**config.mk**
```make
export PLATFORM = sky130hd
export DESIGN_NAME = assert_enable_sched
export DESIGN_NICKNAME = d
export VERILOG_FILES = /design/src/rtl/assert_enable_sched.sv
export SDC_FILE = /design/constraint.sdc
export NUM_CORES = 1
export LEC_CHECK = 0
export BUFFER_PORTS_ARGS = -buffer_cell sky130_fd_sc_hd__buf_2
export CAP_MARGIN = 5
export CORE_MARGIN = 5
export CORE_UTILIZATION = 45
export CTS_CLUSTER_SIZE = 28
export DETAILED_ROUTE_END_ITERATION = 10
export PLACE_DENSITY_LB_ADDON = 0.12
export REMOVE_ABC_BUFFERS = 1
export SYNTH_ARGS = -nofsm -noshare
export SYNTH_HDL_FRONTEND = slang
export SYNTH_SLANG_ARGS = --single-unit
export TNS_END_PERCENT = 1
```
**constraint.sdc**
```tcl
create_clock -name clk -period 13.5 [get_ports clk]
set_input_delay 0.675 -clock clk [delete_from_list [all_inputs] [get_ports clk]]
set_output_delay 0.675 -clock clk [all_outputs]
set_load 0.05 [all_outputs]
```
**src/rtl/assert_enable_sched.sv**
```systemverilog
// Run-time enable scheduler for embedded checkers: holds checkers off through
// DUT reset and a settle window, arms them under a mask, and halts on an error budget.
module assert_enable_sched #(
  parameter int unsigned N_CHK         = 8,
  parameter int unsigned SETTLE_CYCLES = 16,
  parameter int unsigned MAX_ERR       = 4,
  parameter int unsigned CNT_W         = 16,
  parameter int unsigned ID_W          = $clog2(N_CHK)
) (
  input  logic             clk,
  input  logic             rst,
  input  logic             dut_rst_done,
  input  logic             cfg_mask_we,
  input  logic [N_CHK-1:0] cfg_mask_wdata,
  input  logic             clr_errors,
  input  logic [N_CHK-1:0] chk_fail,
  output logic [N_CHK-1:0] chk_en,
  output logic [1:0]       state,
  output logic [CNT_W-1:0] err_cnt,
  output logic             first_fail_vld,
  output logic [ID_W-1:0]  first_fail_id,
  output logic [31:0]      first_fail_cyc,
  output logic             stop_req
);

  localparam int unsigned ST_W  = (SETTLE_CYCLES > 0) ? $clog2(SETTLE_CYCLES + 1) : 1;
  localparam int unsigned PC_W  = $clog2(N_CHK + 1);
  localparam int unsigned SUM_W = CNT_W + 1;

  typedef enum logic [1:0] {
    S_OFF    = 2'd0,
    S_SETTLE = 2'd1,
    S_ARMED  = 2'd2,
    S_HALTED = 2'd3
  } state_e;

  state_e             state_q, state_d;
  logic [ST_W-1:0]    settle_q, settle_d;
  logic [N_CHK-1:0]   mask_q, mask_d;
  logic [N_CHK-1:0]   chk_en_q, chk_en_d;
  logic [CNT_W-1:0]   err_q, err_d;
  logic               ff_vld_q, ff_vld_d;
  logic [ID_W-1:0]    ff_id_q, ff_id_d;
  logic [31:0]        ff_cyc_q, ff_cyc_d;
  logic [31:0]        cyc_q;
  logic               stop_q, stop_d;

  logic [N_CHK-1:0]   gated;
  logic [PC_W-1:0]    pop;
  logic [ID_W-1:0]    low_id;
  logic               found;
  logic [SUM_W-1:0]   sum;
  logic [CNT_W-1:0]   err_sat;

  // Gated failures: popcount and lowest set index of this cycle's vector.
  always_comb begin
    gated  = '0;
    pop    = '0;
    low_id = '0;
    found  = 1'b0;
    if (state_q == S_ARMED) gated = chk_fail & chk_en_q;
    for (int unsigned i = 0; i < N_CHK; i++) begin
      pop = pop + PC_W'(gated[i]);
      if (gated[i] && !found) begin
        low_id = ID_W'(i);
        found  = 1'b1;
      end
    end
    sum     = {1'b0, err_q} + SUM_W'(pop);
    err_sat = sum[CNT_W] ? '1 : sum[CNT_W-1:0];
  end

  always_comb begin
    state_d  = state_q;
    settle_d = settle_q;
    mask_d   = cfg_mask_we ? cfg_mask_wdata : mask_q;
    err_d    = err_q;
    ff_vld_d = ff_vld_q;
    ff_id_d  = ff_id_q;
    ff_cyc_d = ff_cyc_q;

    case (state_q)
      S_OFF: begin
        if (dut_rst_done) begin
          settle_d = ST_W'(SETTLE_CYCLES);
          state_d  = (SETTLE_CYCLES == 0) ? S_ARMED : S_SETTLE;
        end
      end
      S_SETTLE: begin
        if (!dut_rst_done)       state_d  = S_OFF;
        else if (settle_q == '0) state_d  = S_ARMED;
        else                     settle_d = settle_q - 1'b1;
      end
      S_ARMED: begin
        err_d = err_sat;
        if (!ff_vld_q && found) begin
          ff_vld_d = 1'b1;
          ff_id_d  = low_id;
          ff_cyc_d = cyc_q;
        end
        if (err_sat >= CNT_W'(MAX_ERR)) state_d = S_HALTED;
        else if (!dut_rst_done)         state_d = S_OFF;
      end
      default: ;
    endcase

    // Clear overrides this cycle's counting, including any halt it would cause.
    if (clr_errors) begin
      err_d    = '0;
      ff_vld_d = 1'b0;
      ff_id_d  = '0;
      ff_cyc_d = '0;
      if (state_q == S_ARMED || state_q == S_HALTED)
        state_d = dut_rst_done ? S_ARMED : S_OFF;
    end

    chk_en_d = (state_d == S_ARMED) ? ~mask_d : '0;
    stop_d   = (state_d == S_HALTED);
  end

  always_ff @(posedge clk) begin
    if (rst) begin
      state_q  <= S_OFF;
      settle_q <= '0;
      mask_q   <= '0;
      chk_en_q <= '0;
      err_q    <= '0;
      ff_vld_q <= 1'b0;
      ff_id_q  <= '0;
      ff_cyc_q <= '0;
      cyc_q    <= '0;
      stop_q   <= 1'b0;
    end else begin
      state_q  <= state_d;
      settle_q <= settle_d;
      mask_q   <= mask_d;
      chk_en_q <= chk_en_d;
      err_q    <= err_d;
      ff_vld_q <= ff_vld_d;
      ff_id_q  <= ff_id_d;
      ff_cyc_q <= ff_cyc_d;
      cyc_q    <= cyc_q + 32'd1;
      stop_q   <= stop_d;
    end
  end

  assign chk_en         = chk_en_q;
  assign state          = state_q;
  assign err_cnt        = err_q;
  assign first_fail_vld = ff_vld_q;
  assign first_fail_id  = ff_id_q;
  assign first_fail_cyc = ff_cyc_q;
  assign stop_req       = stop_q;

endmodule

```
==> results of run 1 <==
-- layout by cell type, fill, tap and decap left out, types with 3 or more instances in the layout --
cell type / Yosys / layout
a211oi_1: 3 / 3
a21boi_0: 6 / 6
a21boi_1: 3 / 3
a21oi_1: 53 / 53
a311oi_1: 3 / 3
a31oi_1: 5 / 5
and3_1: 15 / 15
buf_2: 4 / 83
buf_4: 5 / 3
clkbuf_8: 0 / 12
dfxtp_1: 108 / 108
fa_1: 5 / 5
ha_1: 9 / 9
inv_1: 15 / 15
mux2i_1: 11 / 11
nand2_1: 94 / 94
nand3_1: 18 / 18
nand4_1: 9 / 9
nor2_1: 75 / 75
nor3_1: 12 / 12
nor3b_1: 4 / 4
nor4_1: 3 / 3
o21ai_0: 20 / 20
o22ai_1: 3 / 3
or3_1: 7 / 7
xnor2_1: 11 / 11
xor2_1: 21 / 21
-- cell type report --
class,count,area [µm²]
fill,1091,5200
multi-input combinational,431,2570
sequential,108,2160
timing repair buffer,86,438
tap,140,175
clock buffer,14,173
inverter,15,56.3
clock inverter,2,17.5
-- state kept, by name, summed over array words and instances, names as in the netlist --
signal and flops:
cyc_q 32, first_fail_cyc 32, err_cnt 16, chk_en 8, mask_q 8, settle_q 5
first_fail_id 3, state 2, first_fail_vld 1, stop_req 1
-- worst max-delay path, cell delays in order, from the launching register on --
cell	delay (ns)
dfxtp_1	0.46
nand2b_1	0.57
nor2_1	0.14
fa_1	0.51
inv_1	0.06
fa_1	0.53
inv_1	0.05
fa_1	0.56
fa_1	0.24
fa_1	0.23
nand3_1	0.19
a211oi_2	0.58
mux2i_1	0.25
a31oi_1	0.13
nor4_2	0.43
nand2_1	0.15
a311o_1	0.32
-- metal layers --
metal	up-vias	part of all wire, %	global-route usage, %	wire length [µm]
met5	-	0	0	0
li1	2127	-	-	-
met3	13	4.8	4.07	540
met1	1958	48	23.5	5360
met2	88	46	28.2	5130
met4	0	1.6	6.18	185
-- stage by stage --
step | area, µm² | cells | setup WS (ns) | hold WS (ns)
2_1_floorplan | 4780 | 554 | 8.12 | 0.426
3_3_place_gp | 5400 | 780 | 8.23 | 0.436
6_report | 5590 | 796 | 8.00 | 0.453
4_1_cts | 5590 | 796 | 8.06 | 0.458
5_1_grt | 5590 | 796 | 7.58 | 0.474
3_5_place_dp | 5400 | 780 | 8.07 | 0.444
-- cell families after synthesis --
kind of cell | count (synthesis) | share of synthesized area (%)
AOI/OAI and AO/OA | 113 | 14.4
muxes | 11 | 2.24
adders and majority gates | 14 | 4.33
and+or+nand+nor | 261 | 25.5
DFF | 108 | 44.0
xor gates and xnor gates | 32 | 5.70
buffers and inverters | 40 | 3.84
-- report_power, final --
group          leakage [nW]  switching [W]  total [W]  internal [W]
sequential            0.873     0.00000403   0.000328      0.000324
combinational          1.37      0.0000227  0.0000345     0.0000119
clock                0.0969       0.000105   0.000188     0.0000833
-- worst paths after layout --
kind	startpoint	to	slack, ns	cells past startpoint
setup reg to reg	state[0]	state[1]	8.00	16
setup / recovery	state[0]	state[1]	8.00	16
hold reg to reg	first_fail_cyc[25]	first_fail_cyc[25]	0.45	2
hold / removal	first_fail_cyc[25]	first_fail_cyc[25]	0.45	2
==> results.txt, run 1 <==
* Worst supply voltage drop on vdd: 0.0660 mV
- Fraction of the cycle the final worst path needs: 40.7%
- First-pass GRT wire length: 18,900 µm
- Global routing used between 10% and 20% of the available tracks.
- GRT Residual Overflow: 0
* Synth Area per Inst: 8.49 µm²
* Post-synthesis instance total: 579
* Maximum capacitance violations: 0
- Number of antenna violations at the first check in global routing: 0
* Number of buffers inserted by post-CTS setup repair: 0
- Ranking of synthesized cells by area: dfxtp_1, nand2_1, nor2_1, a21oi_1, xor2_1
- Dividing the detail-routed wire length by the instance count gives 14.1 µm.
* WS Path Type: flip-flop to flip-flop
- Maximum net fanout on the critical path: 14
- Summed over all failing endpoints, the final setup total negative slack is 0 ns.
- Clk root buf: clkbuf_8
- The flow ran to the end, and the final reports show no timing, DRC or antenna violations.
- Maximum number of pins on one net before global-route repair: 50
- Hpwl dp: 8110 µm
- Setup violations remaining at the end of the flow were counted as 0.
* Seq cells post-synth: 108
- Clk Latency, worst-skew pair: between 0.3 and 0.4 ns
- CTS built an H-tree with a depth of 3.
* Worst slew margin: 39.9%
- The final layout contains 686 nets.
- Top flip-flop cell by instance count after synthesis: dfxtp_1
- Detailed Route Iter0 Violations: 181
- Width of the chip: 115 µm
- Power spread over the standard cell area amounts to 98.5 mW/mm².
* Number of rows in the core area: 38
* Residual DRC count: 0
* Leading cell types by count after synthesis: dfxtp_1, nand2_1, nor2_1, a21oi_1, xor2_1
- The worst setup path is captured at a flip-flop.
* Maximum clock path buffer count: 2
- Number of gates resized after cts: 0
* Die area: 0.0131 mm²
* Clock-pin slew reported for the worst setup and hold paths after clock tree synthesis: about 0.09 ns
- Summing over every cut layer, the via total after detailed routing is about 4,200.
- At the pin with the least slew margin, the transition time is approximately 0.90 ns.
* CP startpoint kind: flip-flop
- After synthesis, the netlist uses 64 different library cells.
* Number of diodes added for antenna fixing: 0
- TritonCTS built the clock tree.
- The total count of max-transition violations in the final report was 0.
* Number of routed nets with antenna violations: 0
* Fraction of post-synthesis cell area in the top cell type by area: 44.0%
- Total power after layout: 0.000551 W
- Based on the critical path, the design can be clocked at up to roughly 0.18 GHz.
* Clock buffers created by TritonCTS: 9
* Number of enable flip-flop cells after synthesis: 0
* Biggest area consumer among synthesized cells: dfxtp_1
- Fraction of final layout cells sized beyond drive strength 1: 17.7%
- The min-delay analysis places its worst path in the category flip-flop to flip-flop.
- The floorplan step set the die height to 115 µm.
* Sequential area share after synthesis: 44.0%
- Data arrives at the worst endpoint at 5.76 ns.
- Routability-driven placement finished with a final weighted congestion of 0.844.
- Clock sinks: between 100 and 150
- Layout Area Growth over Synthesis: 13.6%
* Drt pass-1 iters: 5
- Cells fill 51.8% of the core in the end.
* Area of the core: 0.0108 mm²
- 84 I/O pins were placed.
- The synthesized netlist occupies a cell area of between 0.004 and 0.005 mm².
- Number of warnings issued by yosys: 0
- Input and output buffers added on the ports amount to 83.
- Starting density of the core: 45.6%
- Asr flop ratio synth: 0%
- STA puts the critical path data required time at 13.76 ns.
- Buffers inserted to repair hold after CTS numbered 0.
* Leading cell type by number of instances after synthesis: dfxtp_1
- For the final database, setup skew stands at 0.00799 ns.
- The via count of the first global-routing pass is roughly 4,000.
* Setup repair after global routing missed its margin: no
- Final worst path period need: between 5 and 6 ns
* Leakage component of the power: 2.34 nW
- Vias per cell: roughly 5.3
* Total Wirelength: 11,200 µm
- Number of endpoints with negative hold slack in the final report: 0
Note: power is estimated with default switching activity, not from simulation.
==> run 2: changes to the inputs <==
==> constraint.sdc (replaced) <==
create_clock -name clk -period 5 [get_ports clk]
set_input_delay 0.25 -clock clk [delete_from_list [all_inputs] [get_ports clk]]
set_output_delay 0.25 -clock clk [all_outputs]
set_load 0.05 [all_outputs]
==> run 2 against run 1 <==
- worst hold slack lost 0.32 ns
- die area stayed put
- maximum frequency increased by 15%
- sequential share of layout area is 0.90 points lower
- cell count increased by 0.50%
- clock-buffer cell count fell by 2
- non-clock buffer count grew 4
- critical path type unchanged
- largest power group unchanged
==> results.txt, run 2 (synthesized netlist as in run 1, its figures left out) <==
- The required time of the worst setup path came to 5.27 ns (was 13.76 ns).
- Maximum number of pins on one net before global-route repair: 50 (unchanged)
- Total power after layout: 0.00161 W (was 0.000551 W)
- WS Path Type: flip-flop to flip-flop (unchanged)
* Commonest cells after routing, fill and taps aside: dfxtp_1, nand2_1, buf_2 (unchanged)
* Clock-pin slew reported for the worst setup and hold paths after clock tree synthesis: 0.10 ns (was 0.09 ns)
* Die area: 0.0131 mm² (unchanged)
- The critical path's slowest cell is fa_1 (was a211oi_2).
* Clk Latency, worst-skew pair: 0.38 ns (was 0.37 ns)
* Crit path buf inv count: 2 (unchanged)
- Clock buffers created by TritonCTS: 9 (unchanged)
- The relative slew slack is 37.3% (was 39.9%).
- Vias per cell: 5.28 (was 5.26)
* Worst clock skew: 0.00849 ns (was 0.00799 ns)
- Clk root buf: clkbuf_8 (unchanged)
- The total global routing track utilization was 17.8% (was 17.7%).
- Residual DRC count: 0 (unchanged)
* Power per cell area: 282 mW/mm² (was 98.5 mW/mm²)
- NumNets Final: 690 (was 686)
* Width of the chip: 115 µm (unchanged)
- The number of diodes was 0 (unchanged).
- Number of routed nets with antenna violations: 0 (unchanged)
- The leakage power is 2.38 nW (was 2.34 nW).
- The final standard cell area without fillers was 0.00572 mm² (was 0.00559 mm²).
- Leading cell type in the layout, fill and taps excluded: dfxtp_1 (unchanged)
- The first-pass iteration count of the detailed router came to 4 (was 5).
* First-pass GRT wire length: 18,900 µm (unchanged)
* Fraction of the cycle the final worst path needs: 95.6% (was 40.7%)
- Fraction of final layout cells sized beyond drive strength 1: 19.2% (was 17.7%)
- CTS tree: yes (unchanged)
* CTS H-tree lvls: 3 (unchanged)
- Maximum capacitance violations: 0 (unchanged)
- The die span in y is 115 µm (unchanged).
- Longest individual stage delay on the worst path: 0.57 ns (was 0.58 ns)
- Starting density of the core: 45.6% (unchanged)
* Slew of the pin with the lowest slew margin: 0.940 ns (was 0.901 ns)
- GRT Residual Overflow: 0 (unchanged)
- The end-of-flow core utilization was 53.0% (was 51.8%).
- Layout Area Growth over Synthesis: 16.3% (was 13.6%)
* Number of global-route vias before repair: 3,996 (was 4,001)
- The average detailed-routed wire length per instance came to 14.4 µm (was 14.1 µm).
- Number of buffers inserted by post-CTS setup repair: 0 (unchanged)
* Cell seen most often among critical-path stages: fa_1 (unchanged)
* Critical-path cell list: nor2b_1 > and3_1 > fa_1 > inv_1 > fa_1 > inv_1 > fa_1 > fa_2 > fa_2 > nand3_4 > a2111oi_4 > mux2i_1 > o21ai_0 > nor4_2 > nand2_1 > a311o_1 (was nand2b_1 > nor2_1 > fa_1 > inv_1 > fa_1 > inv_1 > fa_1 > fa_1 > fa_1 > nand3_1 > a211oi_2 > mux2i_1 > a31oi_1 > nor4_2 > nand2_1 > a311o_1)
- Maximum achievable frequency: 0.209 GHz (was 0.182 GHz)
- The clock tree buffer depth was 2 (unchanged).
* Port bufs: 83 (unchanged)
- Setup WS pre-CTS: 0.0241 ns (was 8.07 ns)
* Capturing element type of the critical path: flip-flop (unchanged)
- Number of rows in the core area: 38 (unchanged)
* Hpwl dp: 8150 µm (was 8110 µm)
* CP startpoint kind: flip-flop (unchanged)
- Clock sinks: 108 (unchanged)
- The routed wire length is 11,500 µm (was 11,200 µm).
- Min-delay worst type: input port to flip-flop (was flip-flop to flip-flop)
* Area of the core: 0.0108 mm² (unchanged)
* Worst supply voltage drop on vdd: 0.167 mV (was 0.0660 mV)
* Arrival time at the worst endpoint: 5.06 ns (was 5.76 ns)
- Maximum net fanout on the critical path: 4 (was 14)
- Top-Level Pins: 84 (unchanged)
- The number of setup violations in the final report is 0 (unchanged).
* Flop2flop setup slack: 0.22 ns (was 8.00 ns)
- The clock period minus worst slack was 4.78 ns (was 5.50 ns).
* Vias after detailed routing: 4,222 (was 4,186)
- The number of antenna violations at the first check in global routing is 0 (unchanged).
* Detailed Route Iter0 Violations: 260 (was 181)
- The minimum setup slack in the final design is 0.218 ns (was 8.00 ns).
- RD Place Congestion: 0.902 (was 0.844)
* Top cell family by delay on the critical path: adder cells (unchanged)
- Hold slack: 0.132 ns (was 0.453 ns)
- Run status: complete, no violations (unchanged).
* Number of endpoints with negative hold slack in the final report: 0 (unchanged)
* Dpl cell area: 0.00543 mm² (was 0.00540 mm²)
* Count of pins over their slew limit: 0 (unchanged)
==> run 2: changes by cell type in the layout (fill, tap and decap cells not counted), sizes merged <==
cell,before,now
buf,86,90
bufinv,0,2
clkbuf,14,12
clkinv,2,0
inv,15,17
==> run 2: worst min-delay path: stages <==
cell and delay (ns):
buf_2 0.08, mux2i_1 0.07, nor2_1 0.08
==> run 2: power breakdown <==
part           switching [W]  internal [W]  total (W)
Clock               0.000302      0.000327   0.000629
Combinational      0.0000642     0.0000338  0.0000980
Sequential        0.00000996      0.000874   0.000884
Total               0.000377       0.00123    0.00161
==> run 2: through the flow <==
stage                     setup TNS [ns]  std cells
after detailed placement               0        784
after global routing             -0.0322        800
after floorplan                    -2.71        554
after CTS                              0        800
after global placement                 0        784
final                                  0        800
==> run 2: routing by layer <==
| metal | track usage (%) | share of wire (%) |
|---|---|---|
| met1 | 24.3 | 48 |
| met4 | 5.54 | 1.1 |
| met3 | 4.02 | 5.3 |
| met5 | 0 | 0 |
| met2 | 28.1 | 46 |
==> run 2: path summary, 6_finish.rpt <==
check / start / end / cells after the start
worst min register to register: first_fail_cyc[27] / first_fail_cyc[27] / 2
worst max-delay path: state[1] / state[1] / 16
worst max register to register: state[1] / state[1] / 16
worst min-delay path: cfg_mask_wdata[4] / mask_q[4] / 3
==> run 2: cell type report <==
class                      count  area, µm²
clock buffer                  12        165
clock inverter                 4       77.6
fill                        1044       5070
inverter                      15       56.3
multi-input combinational    431       2620
sequential                   108       2160
tap                          140        175
timing repair buffer          90        468
==> run 2: timing repair <==
item                                    4_1_cts  5_1_grt
endpoints found under the setup margin        0       11
hold buffers                                  0        0
gates resized for setup                       0       10
==> run 3: changes to the inputs <==
--- a/config.mk
+++ b/config.mk
@@ -7,6 +7,7 @@
 export LEC_CHECK = 0
 export BUFFER_PORTS_ARGS = -buffer_cell sky130_fd_sc_hd__buf_2
 export CAP_MARGIN = 5
+export CORE_ASPECT_RATIO = 1.75
 export CORE_MARGIN = 5
 export CORE_UTILIZATION = 45
 export CTS_CLUSTER_SIZE = 28
==> run 3 against run 2 <==
- clock skew barely moved
- die area grew 0.63%
- combinational power is 1% higher
- cell count is 1.1% lower
- largest cell class unchanged
- first-iteration DRC count is 35% lower
- sequential cell count is the same
- via count increased by 2.5%
- wire length up 11%
- worst hold slack gained 0.044 ns
==> results.txt, run 3 (synthesized netlist as in run 1, its figures left out) <==
* Clock buffers created by TritonCTS: 9 (unchanged)
- The clock-pin slew of the registers on the worst-case setup and hold paths came to 0.07 ns (was 0.10 ns).
- Vias per cell: 5.47 (was 5.28)
- The die outline area was 0.0132 mm² (was 0.0131 mm²).
- Critical path data required time: 5.23 ns (was 5.27 ns)
- RD Place Congestion: 0.974 (was 0.902)
- The first-pass GRT wire length came to 20,500 µm (was 18,900 µm).
* Number of global-route vias before repair: 4,310 (was 3,996)
* Run status: complete, no violations (unchanged)
- Worst slew margin: 33.8% (was 37.3%)
- Fraction of the cycle the final worst path needs: 94.8% (was 95.6%)
- Top Metal Used: met4 (unchanged)
* Final setup fails: 0 (unchanged)
- The routed via count is 4,327 (was 4,222).
* Top-Level Pins: 84 (unchanged)
- Critical-path cell list: nor2b_1 > and3_1 > fa_1 > inv_1 > fa_1 > inv_1 > fa_1 > fa_1 > fa_2 > nand3_2 > a2111oi_2 > mux2i_1 > o21ai_0 > nor4_2 > nand2_1 > a311o_1 (was nor2b_1 > and3_1 > fa_1 > inv_1 > fa_1 > inv_1 > fa_1 > fa_2 > fa_2 > nand3_4 > a2111oi_4 > mux2i_1 > o21ai_0 > nor4_2 > nand2_1 > a311o_1).
* Leakage component of the power: 2.41 nW (was 2.38 nW)
* NumNets Final: 691 (was 690)
- All-layer global routing usage: 19.6% (was 17.8%)
- Worst clock skew: 0.00816 ns (was 0.00849 ns)
* Hpwl dp: 9400 µm (was 8150 µm)
- CP startpoint kind: flip-flop (unchanged)
- The total count of max-transition violations in the final report came to 0 (unchanged).
* Number of endpoints with negative hold slack in the final report: 0 (unchanged)
* Crit path buf inv count: 2 (unchanged)
- Detail Route met3 WL: 433 µm (was 610 µm)
* Capturing element type of the critical path: flip-flop (unchanged)
* Layout Area Growth over Synthesis: 16.7% (was 16.3%)
- The number of DRC markers in iteration 0 came to 169 (was 260).
* CTS tree: yes (unchanged)
- The reg-to-reg setup timing slack came to 0.26 ns (was 0.22 ns).
- Worst supply voltage drop on vdd: 0.261 mV (was 0.167 mV)
- The insertion delay to the later sink of the worst-skew pair was 0.34 ns (was 0.38 ns).
- The end-of-flow core utilization was 53.6% (was 53.0%).
* Final worst path period need: 4.74 ns (was 4.78 ns)
* Area of the core: 0.0107 mm² (was 0.0108 mm²)
- The number of buffers added for setup after CTS came to 0 (unchanged).
- The flip-flop and latch area came to 0.00216 mm² (unchanged).
* Area of the multi-input gates: 0.00258 mm² (was 0.00262 mm²)
* Maximum achievable frequency: 0.211 GHz (was 0.209 GHz)
* M1 wire length: 4840 µm (was 5500 µm)
- Width of the chip: 89.0 µm (was 115 µm)
* Starting density of the core: 46.0% (was 45.6%)
* Clock sinks: 108 (unchanged)
- The total power after layout was 0.00170 W (was 0.00161 W).
- Setup repair after global routing missed its margin: no
- The layout filler cell count came to 1,051 (was 1,044).
* CTS H-tree lvls: 3 (unchanged)
- Number of antenna violations at the first check in global routing: 0 (unchanged)
- Leading cell type in the layout, fill and taps excluded: dfxtp_1 (unchanged)
- Maximum capacitance violations: 0 (unchanged)
- The count of buffers from port buffering is 83 (unchanged).
- Slew of the pin with the lowest slew margin: 0.993 ns (was 0.940 ns)
- The cell area reported after detailed placement came to 0.00542 mm² (was 0.00543 mm²).
* WS Path Type: flip-flop to flip-flop (unchanged)
- Total Wirelength: 12,700 µm (was 11,500 µm)
- The ratio of total power to cell area was 297 mW/mm² (was 282 mW/mm²).
- The critical path's slowest cell is fa_1 (unchanged).
* Layout Cells excl Fill: 791 (was 800)
- The worst min-delay path class is input port to flip-flop (unchanged).
* Maximum number of pins on one net before global-route repair: 50 (unchanged)
- The instance count after placement with tap cells included is 775 (was 784).
- The critical path arrival is 4.97 ns (was 5.06 ns).
- The cell occurring most often along the worst timing path is fa_1 (unchanged).
* Number of routed nets with antenna violations: 0 (unchanged)
- Hold slack: 0.176 ns (was 0.132 ns)
- Maximum net fanout on the critical path: 4 (unchanged)
- Drt pass-1 iters: 4 (unchanged)
- Fraction of final layout cells sized beyond drive strength 1: 19.1% (was 19.2%)
- Longest individual stage delay on the worst path: 0.58 ns (was 0.57 ns)
- Commonest cells after routing, fill and taps aside: dfxtp_1, nand2_1, buf_2 (unchanged).
* GRT Residual Overflow: 0 (unchanged)
- The final standard cell area without fillers is 0.00574 mm² (was 0.00572 mm²).
* Number of diodes added for antenna fixing: 0 (unchanged)
- The sum of met2 wire segment lengths after detailed routing came to 7090 µm (was 5250 µm).
- The clock tree buffer depth is 2 (unchanged).
- Number of rows in the core area: 50 (was 38)
- Top cell family by delay on the critical path: adder cells (unchanged)
- Residual DRC count: 0 (unchanged)
* Clk root buf: clkbuf_16 (was clkbuf_8)
- The die span in y is 148 µm (was 115 µm).
- The average detailed-routed wire length per instance was 16.1 µm (was 14.4 µm).
-- run 3: changes by cell type in the layout (fill, tap and decap cells not counted), moves of 2 or more --
cell        before  now
clkinvlp_4       0    2
clkbuf_16        0    9
clkbuf_8        12    0
clkinv_2         0    2
-- run 3: per-layer routing --
layer / vias to the layer above / GRT usage [%]
li1: 2136 / -
met1: 2074 / 20.7
met2: 94 / 37.3
met3: 23 / 2.33
met4: 0 / 8.72
met5: - / 0
-- run 3: worst reg2reg max path, delay by kind of cell (launching register included) --
family / cells / cell delay [ns]
buffers and inverters: 2 / 0.12
adders and majority gates: 5 / 2.12
and+or+nand+nor: 5 / 0.92
AOI/OAI and AO/OA: 3 / 0.90
muxes: 1 / 0.28
DFF: 1 / 0.31
-- run 3: path summary, 6_finish.rpt --
check | start | end | depth (start not counted)
hold reg to reg | first_fail_cyc[3] | first_fail_cyc[3] | 2
setup / recovery | state[1] | state[1] | 16
setup reg to reg | state[1] | state[1] | 16
hold / removal | cfg_mask_wdata[2] | mask_q[2] | 3
-- run 3: area by class of cell --
type / instances / share of cell area, %
timing repair buffer: 91 / 8.29
clock buffer: 9 / 3.93
inverter: 15 / 0.981
multi-input combinational: 431 / 45.0
sequential: 108 / 37.7
tap: 130 / 2.84
clock inverter: 7 / 1.31
-- run 3: stage by stage --
step                TNS (ns)  setup slack [ns]
floorplan              -2.71            -0.377
global placement           0             0.221
detailed placement         0            0.0907
CTS                        0            0.0580
global route               0            0.0225
finish                     0             0.261
-- run 3: what timing repair did --
action / in CTS / in global routing
resized for setup: 0 / 4
hold endpoints to repair: 0 / 0
hold buffers: 0 / 0
setup endpoints to repair: 0 / 11
-- run 3: report_power, final --
| part | total (W) | internal [W] | switching, W |
|---|---|---|---|
| clock network | 0.000720 | 0.000392 | 0.000327 |
| logic | 0.0000993 | 0.0000337 | 0.0000656 |
| registers | 0.000883 | 0.000874 | 0.00000949 |
| total | 0.00170 | 0.00130 | 0.000403 |
